[config.mk]
export PLATFORM = sky130hd
export DESIGN_NAME = spi_txn_sequencer
export DESIGN_NICKNAME = d
export VERILOG_FILES = /design/src/rtl/spi_txn_sequencer.sv
export SDC_FILE = /design/constraint.sdc
export NUM_CORES = 1
export LEC_CHECK = 0
export CAP_MARGIN = 10
export CORE_MARGIN = 2
export CORE_UTILIZATION = 47
export CTS_BUF_LIST = sky130_fd_sc_hd__clkbuf_16
export DETAILED_ROUTE_END_ITERATION = 12
export PLACE_DENSITY = 0.81
export SYNTH_ARGS = -nofsm -noshare
export SYNTH_HDL_FRONTEND = slang
export SYNTH_SLANG_ARGS = --single-unit
[constraint.sdc]
create_clock -name clk -period 2 [get_ports clk]
set_input_delay 0.6 -clock clk [delete_from_list [all_inputs] [get_ports clk]]
set_output_delay 0.6 -clock clk [all_outputs]
set_load 0.02 [all_outputs]
[src/rtl/spi_txn_sequencer.sv]
// Request/response front-end for an SPI master: selects a slave, loads and starts
// the master, waits for the received byte (or a timeout) and returns it.
module spi_txn_sequencer #(
  parameter int unsigned NUM_SLAVES = 3,
  parameter int unsigned CS_SETUP   = 1,
  parameter int unsigned CS_HOLD    = 1,
  parameter int unsigned TIMEOUT    = 64
) (
  input  logic                  clk,
  input  logic                  reset,
  input  logic                  req_valid,
  output logic                  req_ready,
  input  logic [1:0]            req_slave,
  input  logic [7:0]            req_data,
  output logic                  rsp_valid,
  input  logic                  rsp_ready,
  output logic [7:0]            rsp_data,
  output logic [1:0]            rsp_slave,
  output logic                  rsp_timeout,
  output logic                  rsp_err,
  output logic [NUM_SLAVES-1:0] cs_n,
  output logic [1:0]            miso_sel,
  output logic                  m_load,
  output logic [7:0]            m_data_in,
  output logic                  m_start,
  input  logic                  m_busy,
  input  logic                  m_done,
  input  logic [7:0]            m_data_out
);

  // One shared timer covers the setup, wait and hold phases.
  localparam int unsigned TMR_MAX =
    (TIMEOUT > CS_SETUP) ? ((TIMEOUT > CS_HOLD) ? TIMEOUT : CS_HOLD)
                         : ((CS_SETUP > CS_HOLD) ? CS_SETUP : CS_HOLD);
  localparam int unsigned TW = $clog2(TMR_MAX + 1);
  localparam logic [2:0]  NS = 3'(NUM_SLAVES);

  typedef enum logic [2:0] {
    ST_IDLE, ST_SETUP, ST_LOAD, ST_START, ST_WAIT, ST_HOLD, ST_RESP
  } state_t;

  state_t        state;
  logic [TW-1:0] timer;
  logic [7:0]    data_q;

  assign req_ready = (state == ST_IDLE) && !m_busy;

  always_ff @(posedge clk) begin
    if (reset) begin
      state       <= ST_IDLE;
      timer       <= '0;
      data_q      <= '0;
      cs_n        <= '1;
      miso_sel    <= '0;
      m_load      <= 1'b0;
      m_start     <= 1'b0;
      m_data_in   <= '0;
      rsp_valid   <= 1'b0;
      rsp_data    <= '0;
      rsp_slave   <= '0;
      rsp_timeout <= 1'b0;
      rsp_err     <= 1'b0;
    end else begin
      m_load  <= 1'b0;
      m_start <= 1'b0;
      case (state)
        ST_IDLE: begin
          if (req_valid && req_ready) begin
            data_q      <= req_data;
            rsp_slave   <= req_slave;
            rsp_data    <= '0;
            rsp_timeout <= 1'b0;
            timer       <= '0;
            // Out-of-range slave: answer with an error, never touch the bus.
            if ({1'b0, req_slave} >= NS) begin
              rsp_err   <= 1'b1;
              rsp_valid <= 1'b1;
              state     <= ST_RESP;
            end else begin
              rsp_err  <= 1'b0;
              cs_n     <= ~(NUM_SLAVES'(1) << req_slave);
              miso_sel <= req_slave;
              state    <= ST_SETUP;
            end
          end
        end
        ST_SETUP: begin
          if (timer == TW'(CS_SETUP - 1)) begin
            timer     <= '0;
            m_load    <= 1'b1;
            m_data_in <= data_q;
            state     <= ST_LOAD;
          end else begin
            timer <= timer + TW'(1);
          end
        end
        ST_LOAD: begin
          m_start   <= 1'b1;
          m_data_in <= '0;
          state     <= ST_START;
        end
        ST_START: begin
          timer <= '0;
          state <= ST_WAIT;
        end
        ST_WAIT: begin
          // A done strobe on the expiry cycle takes priority over the timeout.
          if (m_done) begin
            rsp_data <= m_data_out;
            timer    <= '0;
            state    <= ST_HOLD;
          end else if (timer == TW'(TIMEOUT - 1)) begin
            rsp_timeout <= 1'b1;
            rsp_data    <= '0;
            timer       <= '0;
            state       <= ST_HOLD;
          end else begin
            timer <= timer + TW'(1);
          end
        end
        ST_HOLD: begin
          if (timer == TW'(CS_HOLD - 1)) begin
            timer     <= '0;
            cs_n      <= '1;
            rsp_valid <= 1'b1;
            state     <= ST_RESP;
          end else begin
            timer <= timer + TW'(1);
          end
        end
        ST_RESP: begin
          if (rsp_ready) begin
            rsp_valid <= 1'b0;
            state     <= ST_IDLE;
          end
        end
        default: state <= ST_IDLE;
      endcase
    end
  end

endmodule

# After elaboration in Yosys (flattened, before gate mapping)
# Cells that the tools add are included.
word_totals:
  wordCells: 91
  reg_bits: 46
  output_inout_bits: 29
  inputBits: 24
op_classes:
  shifts: 1
  bitwise: 3
  add_sub_neg: 1
  n_eq_ne: 16
  muxes: 35
  order_cmp: 1
  n_reduce_logical: 21
op_table:
  columns: ["op", "count"]
  rows:
  - ["2-to-1 mux 8 bit", 4]
  - ["case mux 8 bit (2 select lines)", 2]
  - ["2-to-1 mux 3 bit", 10]
  - ["2-to-1 mux 7 bit", 4]
  - ["case mux 7 bit (4 select lines)", 1]
  - ["case mux 3 bit (7 select lines)", 1]
  - ["!= test 2 bit, second input constant", 6]
  - ["2-to-1 mux 1 bit", 10]
  - ["AND reduction 5 bit", 2]
  - ["== test 3 bit, second input constant", 3]
  - ["AND reduction 4 bit", 2]
  - ["adder 7 x 1 -> 7 bit, second input constant", 1]
  - ["== test 7 x 6 -> 1 bit, second input constant", 1]
  - ["logical NOT 7 bit", 1]
  - ["== test 3 x 2 -> 1 bit, second input constant", 2]
  - ["case mux 3 bit (2 select lines)", 1]
  - ["AND reduction 2 bit", 3]
  - ["AND reduction 3 bit", 2]
  - ["nonzero test 2 bit", 3]
  - ["!= test 2 x 1 -> 1 bit, second input constant", 2]
  - ["nonzero test 4 bit", 1]
  - ["OR reduction 2 bit", 2]
  - ["== test 3 x 1 -> 1 bit, second input constant", 1]
  - ["logical NOT 3 bit", 1]
  - ["other kinds (10)", 12]

# Logic depth before layout (Yosys ltp)
# Gate-level depths: netlist of the first run.
depth:
  depth_word: 5
  depth_mapped: 7
  mapped_depth_nobuf: 6

# Least setup slack after synthesis of the first run
# OpenSTA, ideal clock, no wires.
synth_timing:
  kind: "flip-flop to flip-flop"
  start: "reg state[0]"
  end: "reg rsp_err"
  t_arrival_ps: 1584
  setup_ps: 132
  slack_ps: 283
  path_buffers: 2
  path_stages_with_launch: 7
  required_time_ps: 1868
  path_cell_list: "dfxtp_1 > buf_2 > nor4_2 > nand2_1 > buf_2 > nand2_1 > a21oi_1"
synth_via:
  elab_chain_len: 4
synth_lines:
  columns: ["item", "line", "source"]
  rows:
  - ["start, declared", "42", "state_t state;"]
  - ["start signal, assigned", "50", "state <= ST_IDLE;"]
  - ["start signal, assigned", "78", "state <= ST_RESP;"]
  - ["start signal, assigned", "83", "state <= ST_SETUP;"]
  - ["logical NOT 3 bit", "46", "assign req_ready = (state == ST_IDLE) && !m_busy;"]
  - ["logical AND 1 bit", "46", null]
  - ["via req_ready", "12", "output logic req_ready,"]
  - ["logical AND 1 bit", "68", "if (req_valid && req_ready) begin"]
  - ["AND reduction 2 bit (no source line)", null, null]
  - ["end signal, assigned", "62", "rsp_err <= 1'b0;"]
  - ["end signal, assigned", "76", "rsp_err <= 1'b1;"]
  - ["end signal, assigned", "80", "rsp_err <= 1'b0;"]
  - ["end, declared", "20", "output logic rsp_err,"]
# The timed path passes the listed nets, and every way through them passes these cells.
# A chain may end at the register's enable or synchronous reset.

# Final worst setup path of the first run
layout_timing:
  start: "in m_busy"
  end: "out req_ready"
layout_via:
  elab_chain_len: 2
layout_lines:
  columns: ["item", "line", "source"]
  rows:
  - ["start, declared", "26", "input logic m_busy,"]
  - ["logical NOT 1 bit", "46", null]
  - ["logical AND 1 bit", "46", null]
  - ["end, declared", "12", null]
# Every way passes these cells.

==> results of run 1 <==
-- sequential cells by signal, indices dropped and copies added, names as in the netlist, 2 cells and up --
register and cells:
timer 7, data_q 8, m_data_in 8, miso_sel 2, rsp_data 8, state 3
cs_n 3, rsp_slave 2
-- per-stage QoR --
step                 util  hold slack, ps  TNS [ps]  instance area, sq um
floorplan               -             436         0                  1970
global placement    0.665             442     -2920                  2680
detailed placement  0.665             447     -3120                  2680
CTS                 0.707             456         0                  2850
global route        0.709             482         0                  2860
finish              0.709             454         0                  2860
-- worst max-delay path, stage by stage --
cell           delay [ps]
dlygate4sd2_1         250
nor4_2                270
buf_4                 200
-- synthesized netlist by cell type, drive strengths merged (3+ instances only) --
cell and number:
a211oi 3, a21oi 19, a22o 8, buf 6, clkbuf 5, dfxtp 46
inv 6, mux2i 12, nand2 30, nor2 25, nor2b 4, nor3 4
nor4b 3, o21ai 3, o31ai 4, xor2 3
-- where the power goes --
group | total [mW] | switching (mW) | internal [mW]
logic | 0.673 | 0.349 | 0.324
registers | 1.01 | 0.0360 | 0.978
clock network | 0.826 | 0.357 | 0.469
-- per-layer routing --
layer | global-route usage | wire, microns
met1 | 0.243 | 1970
met2 | 0.377 | 2330
met3 | 0.0471 | 287
met4 | 0.0588 | 51
met5 | 0 | 0
-- cell families (layout without fill, tap and decap cells) --
logic type | after synthesis | count (layout) | synth area share
muxes | 12 | 12 | 0.0610
xor gates and xnor gates | 4 | 4 | 0.0178
adders and majority gates | 2 | 2 | 0.0127
DFF | 46 | 46 | 0.468
buffers and inverters | 17 | 91 | 0.0375
AOI/OAI and AO/OA | 49 | 49 | 0.174
and+or+nand+nor | 85 | 85 | 0.229
-- final timing paths --
kind	start	endpoint	slack [ps]	depth (start not counted)
setup / recovery	m_busy	req_ready	80	3
hold reg to reg	data_q[0]$_SDFFE_PP0P_	data_q[0]$_SDFFE_PP0P_	450	2
setup reg to reg	state[0]$_SDFFE_PP0P_	timer[5]$_SDFFE_PP0P_	290	5
hold / removal	data_q[0]$_SDFFE_PP0P_	data_q[0]$_SDFFE_PP0P_	450	2
-- what timing repair did --
action	4_1_cts	5_1_grt
pin swaps	1	0
buffers inserted	3	0
setup endpoints to repair	1	1
resized for setup	7	2
hold buffers	0	0
-- final cells by class --
type                    count  area (sq um)  share of cell area
repair buffers             77           719               0.252
clock buffers               5           125              0.0438
clock inverters             3          25.0             0.00876
inverters                   6          22.5             0.00789
flip-flops and latches     46           921               0.323
well taps                  50          62.6              0.0219
multi-input cells         152           980               0.343
==> results.md, run 1 <==
* Core ar. at ~4000 sq um
* Clock transition at path regs at 60 ps
* Cts bufs inserted at 5
* Post-route ant nets at 0
* DR vias at 1823
* I/O pin cnt at 53
* CTS tree: yes
* Layout area overhead at 45.1%
* Yosys reg bits at 46
* Vias in the first global route at 1696
* Syn. warnings at 0
* Post-Syn Nets at about 240
* Final non-filler cell total at 339
* Run status: completed
* Finish-stage setup viols at 0
* CP Class: input pin to output pin
* IO Port Bufs at 52
* Site row count at 23
* Synth area leader: dfxtp_1
* # DRC at 0
* # fillers at 319
* Initial drt markers at 108
* Post-Syn Area per Cell at 9.15 sq um
* Gate Count Post-Synth at 215
* Die ar. at 4720 sq um
* Relative slew slack at 0.674
* GPL Wtd Cong at around 0.85
* Primary FF master, synth: dfxtp_1
* Routed WL per cell at 13.7 microns
* Worst hold path class: register to register
* Post-synthesis sequential area ratio at 0.468
* Die Wd at 68.7 microns
* Synth async-reset ratio at 0
* Sink Count at 46
* Dpl cells at 328
* Worst skew pair latency at 290 ps
* Tmin final at 1920 ps
* Post-Place Setup Slack at -482 ps
* Worst EP required at 1400 ps
* Final WL at around 4.6 mm
* Initial antenna violation count at 0
* Critical path endpoint category: output pin
* Buffer levels on the longest clock path at 2
* Share of cells above drive strength 1 at 0.156
* Arrival time worst endpoint at 1320 ps
* Top post-synthesis cells by area: dfxtp_1 (47%), mux2i_1 (6.1%), nand2_1 (5.7%)
* Synth Cell Area at 1970 sq um
* Die height at approximately 70 microns
* First drt pass iteration count at 4
* Max_cap viols at 0
* Max VDD drop at 0.000611 V
* Vias per inst at 5.38
* Pwr Total at 2.51 mW
* Final Hold Viols at 0
* Post-synth EDFFs at 0
* PD cells at about 900 nW/um^2
* Most frequent cells in the layout: clkdlybuf4s50_1 (49), dfxtp_1 (46), nand2_1 (30), nor2_1 (25), buf_4 (25)
* Max Freq at 520 MHz
* Inserted Diodes at 0
* Synth top area share at 0.468
* Clock skew at 6.91 ps
* GRT Util Overall at 0.208
* Tightest Pin Transition at 486 ps
* Largest net degree at the start of global routing at 17
* Pleak at approximately 1.1 nW
* Unrepaired setup endpoints after global routing: no
* Initial Util at 0.489
* Most common cell after layout, fill and taps aside: clkdlybuf4s50_1
* Nets at ~310
* Final worst slack at 76.7 ps
* First-pass GRT wire length at approximately 7.3 mm
* DP HPWL at 3.36 mm
* Count of pins over their slew limit at 0
* Clock root cell: clkbuf_16
* Crit path max fanout at 2
* Final Cycle Share at 0.962
* Worst setup SP type: input pin
* Total gr overflow at 0
* Count of different cell masters after synthesis at 49
* H-tree levels at 2
(Power assumes the default switching activity.)
==> inputs of run 2 (changes only) <==
- ABC_CLOCK_PERIOD_IN_PS: not set -> 2000
- TNS_END_PERCENT: not set -> 50
==> results of run 2 <==
The final DEF is identical to that of run 1; final timing and power are the same.
==> inputs of run 3 (changes only) <==
- ABC_AREA: not set -> 1
- CORE_UTILIZATION: 47 -> 48
- PLACE_DENSITY: 0.81 -> 0.82
==> results.md, run 3 <==
* CP Class: input pin to output pin
* Cts bufs inserted at 5
* Placed Area at 2690 sq um
* # fillers at between 300 and 400
* WHS Endpoint: rsp_slave[0]$_SDFFE_PP0P_
* Vias per inst at 5.02
* Reg-to-reg endpoint: state[1]$_SDFFE_PP0P_
* GPL Wtd Cong at 0.892
* Count of pins over their slew limit at 0
* IO Port Bufs at between 50 and 60
* Post-synthesis sequential area ratio at 0.450
* Clock root cell: clkbuf_16
* Yosys reg bits at 46
* Worst hold path class: register to register
* Arrival time worst endpoint at 1350 ps
* Worst hold path startpoint: rsp_slave[0]$_SDFFE_PP0P_
* I/O pin cnt at between 50 and 60
* Total gr overflow at 0
* Die height at 69.3 microns
* Setup_tns at 0 ps
* Post-Syn Area per Cell at 7.58 sq um
* Count of different cell masters after synthesis at 33
* PD cells at about 1400 nW/um^2
* Final WL at roughly 4.7 mm
* Util after Layout at 0.702
* Final non-filler cell total at 384
* Die ar. at 4800 sq um
* Initial drt markers at 136
* H-tree levels at 2
* Share of cells above drive strength 1 at 0.144
* Critical R2R Launch: timer[1]$_SDFFE_PP0P_
* Top post-synthesis cells by area: dfxtp_1 (45%), nand2_1 (9.4%), a21oi_1 (7.1%)
* Core ar. at between 4000 and 5000 sq um
* DR vias at 1928
* Pwr Total at 3.96 mW
* CP max-delay cell: clkdlybuf4s50_1
* DP HPWL at 3.32 mm
* Inserted Diodes at 0
* Worst setup SP type: input pin
* Synth top area share at 0.450
* Hold Crit Depth at 2
* Nets at roughly 360
* Post-Place Setup Slack at -390 ps
* Initial antenna violation count at 0
* First-pass GRT wire length at 8.03 mm
* Vias in the first global route at 1828
* Crit path max fanout at 2
* Buffer levels on the longest clock path at 2
* Synth area leader: dfxtp_1
* Site row count at 23
* Post-route ant nets at 0
* Relative slew slack at 0.773
* Gate Count Post-Synth at 270
* Cell with the most instances after synthesis: nand2_1
* Synth Cell Area at 2050 sq um
* Max Freq at 512 MHz
* Sink Count at between 40 and 50
* Regs by FF count: data_q x8, m_data_in x8, rsp_data x8
* Pleak at 1.14 nW
* Dpl cells at 376
* Worst path cell trace: clkdlybuf4s50_1 -> nor2_2 -> buf_2
* Primary FF master, synth: dfxtp_1
* Largest net degree at the start of global routing at 19
* Final Cycle Share at 0.977
* Synth async-reset ratio at 0
* Final Hold Slack at 447 ps
* Finish-stage setup viols at 0
* FF-to-FF path depth at 7
* Max_cap viols at 0
* Finished Cell Area at 2850 sq um
* Clock Power Share at 0.237
* Initial Util at 0.504
* Clock transition at path regs at 60 ps
* Combinational cell fraction of total power at 0.453
* Critical path endpoint category: output pin
* P_int at approximately 2.5 mW
* Worst skew pair latency at roughly 290 ps
* Max VDD drop at 0.000690 V
* Routed WL per cell at around 12 microns
* Final Hold Viols at 0
* Die Wd at 69.3 microns
* Post-synth EDFFs at 0
* Syn. warnings at 0
* Switch Pwr at 1.50 mW
* Tightest Pin Transition at 337 ps
* Run status: completed
* Clock skew at 8.15 ps
* Crit-path max cell delay at 440 ps
* Final worst slack at about 47 ps
* Tmin final at 1950 ps
* First drt pass iteration count at 4
* Register-to-register setup slack at approximately 400 ps
* Post-Syn Nets at 296
* # DRC at 0
* Switch share at 0.380
* Worst EP required at approximately 1400 ps
* Layout area overhead at 39.3%
* CTS tree: yes
* Top cells by count, synth: nand2_1 (51), dfxtp_1 (46), nor2_1 (30)
* GRT Util Overall at 0.201
* Reg power frac at 0.310
* Hold Buf Count CTS at 0
* Most frequent cells in the layout: nand2_1 (51), clkdlybuf4s50_1 (51), dfxtp_1 (46), nor2_1 (30), a21oi_1 (29)
* Unrepaired setup endpoints after global routing: no
[run 3: cell count changes after synthesis, sizes merged, moves of 5 or more]
cell and change:
nand2 +29, inv +25, o21ai +17, nand3 +16
mux2i -12, nor2 +11, a21oi +10, a22o -8
a211oi +5
[run 3: power groups by stage]
stage,Clock [mW],Combinational [mW],Sequential [mW]
global route,0.996,1.96,1.25
global placement,0,1.77,1.23
CTS,0.954,1.80,1.22
floorplan,0,1.00,1.40
detailed placement,0,1.79,1.24
finish,0.938,1.79,1.22
[run 3: worst max-delay path: cells and delay by family]
| family | cells | cell delay [ps] |
|---|---|---|
| simple gates | 1 | 140 |
| buf+inv | 2 | 610 |
[run 3: final cells by class]
cell class,instances,area (sq um),share of cell area
Tap cell,50,62.6,0.0219
Sequential cell,46,921,0.323
Multi-Input combinational cell,184,962,0.338
Clock buffer,5,125,0.0439
Clock inverter,3,45.0,0.0158
Inverter,33,124,0.0435
Timing Repair Buffer,63,611,0.214
[run 3: cells by family (layout without fill, tap and decap cells)]
family	count (synthesis)	count (layout)	share of synthesized area
xor+xnor	3	3	0.0128
simple gates	117	117	0.269
compound gates	62	62	0.177
flops	46	46	0.450
buf+inv	40	104	0.0795
fa+ha+maj	2	2	0.0122
[run 3: timing repair]
action,in CTS,in global routing
setup endpoints to repair,1,0
setup buffers,0,0
resized for setup,4,0
[run 3: worst max-delay path by stage]
stage | from | endpoint | slack [ps] | depth (start not counted)
2_1_floorplan | state[2]$_SDFFE_PP0P_ | req_ready | 550 | 4
3_3_place_gp | m_busy | req_ready | -360 | 3
3_5_place_dp | m_busy | req_ready | -390 | 3
4_1_cts | m_busy | req_ready | 40 | 3
5_1_grt | m_busy | req_ready | 30 | 3
6_report | m_busy | req_ready | 50 | 3
[run 3: layer usage]
metal | vias up | track usage | share of wire | wire [microns]
met1 | 880 | 0.246 | 0.46 | 2180
met4 | 0 | 0.0654 | 0.016 | 74
met3 | 8 | 0.0523 | 0.039 | 183
met2 | 34 | 0.345 | 0.48 | 2260
li1 | 1006 | - | - | -
met5 | - | 0 | 0 | 0
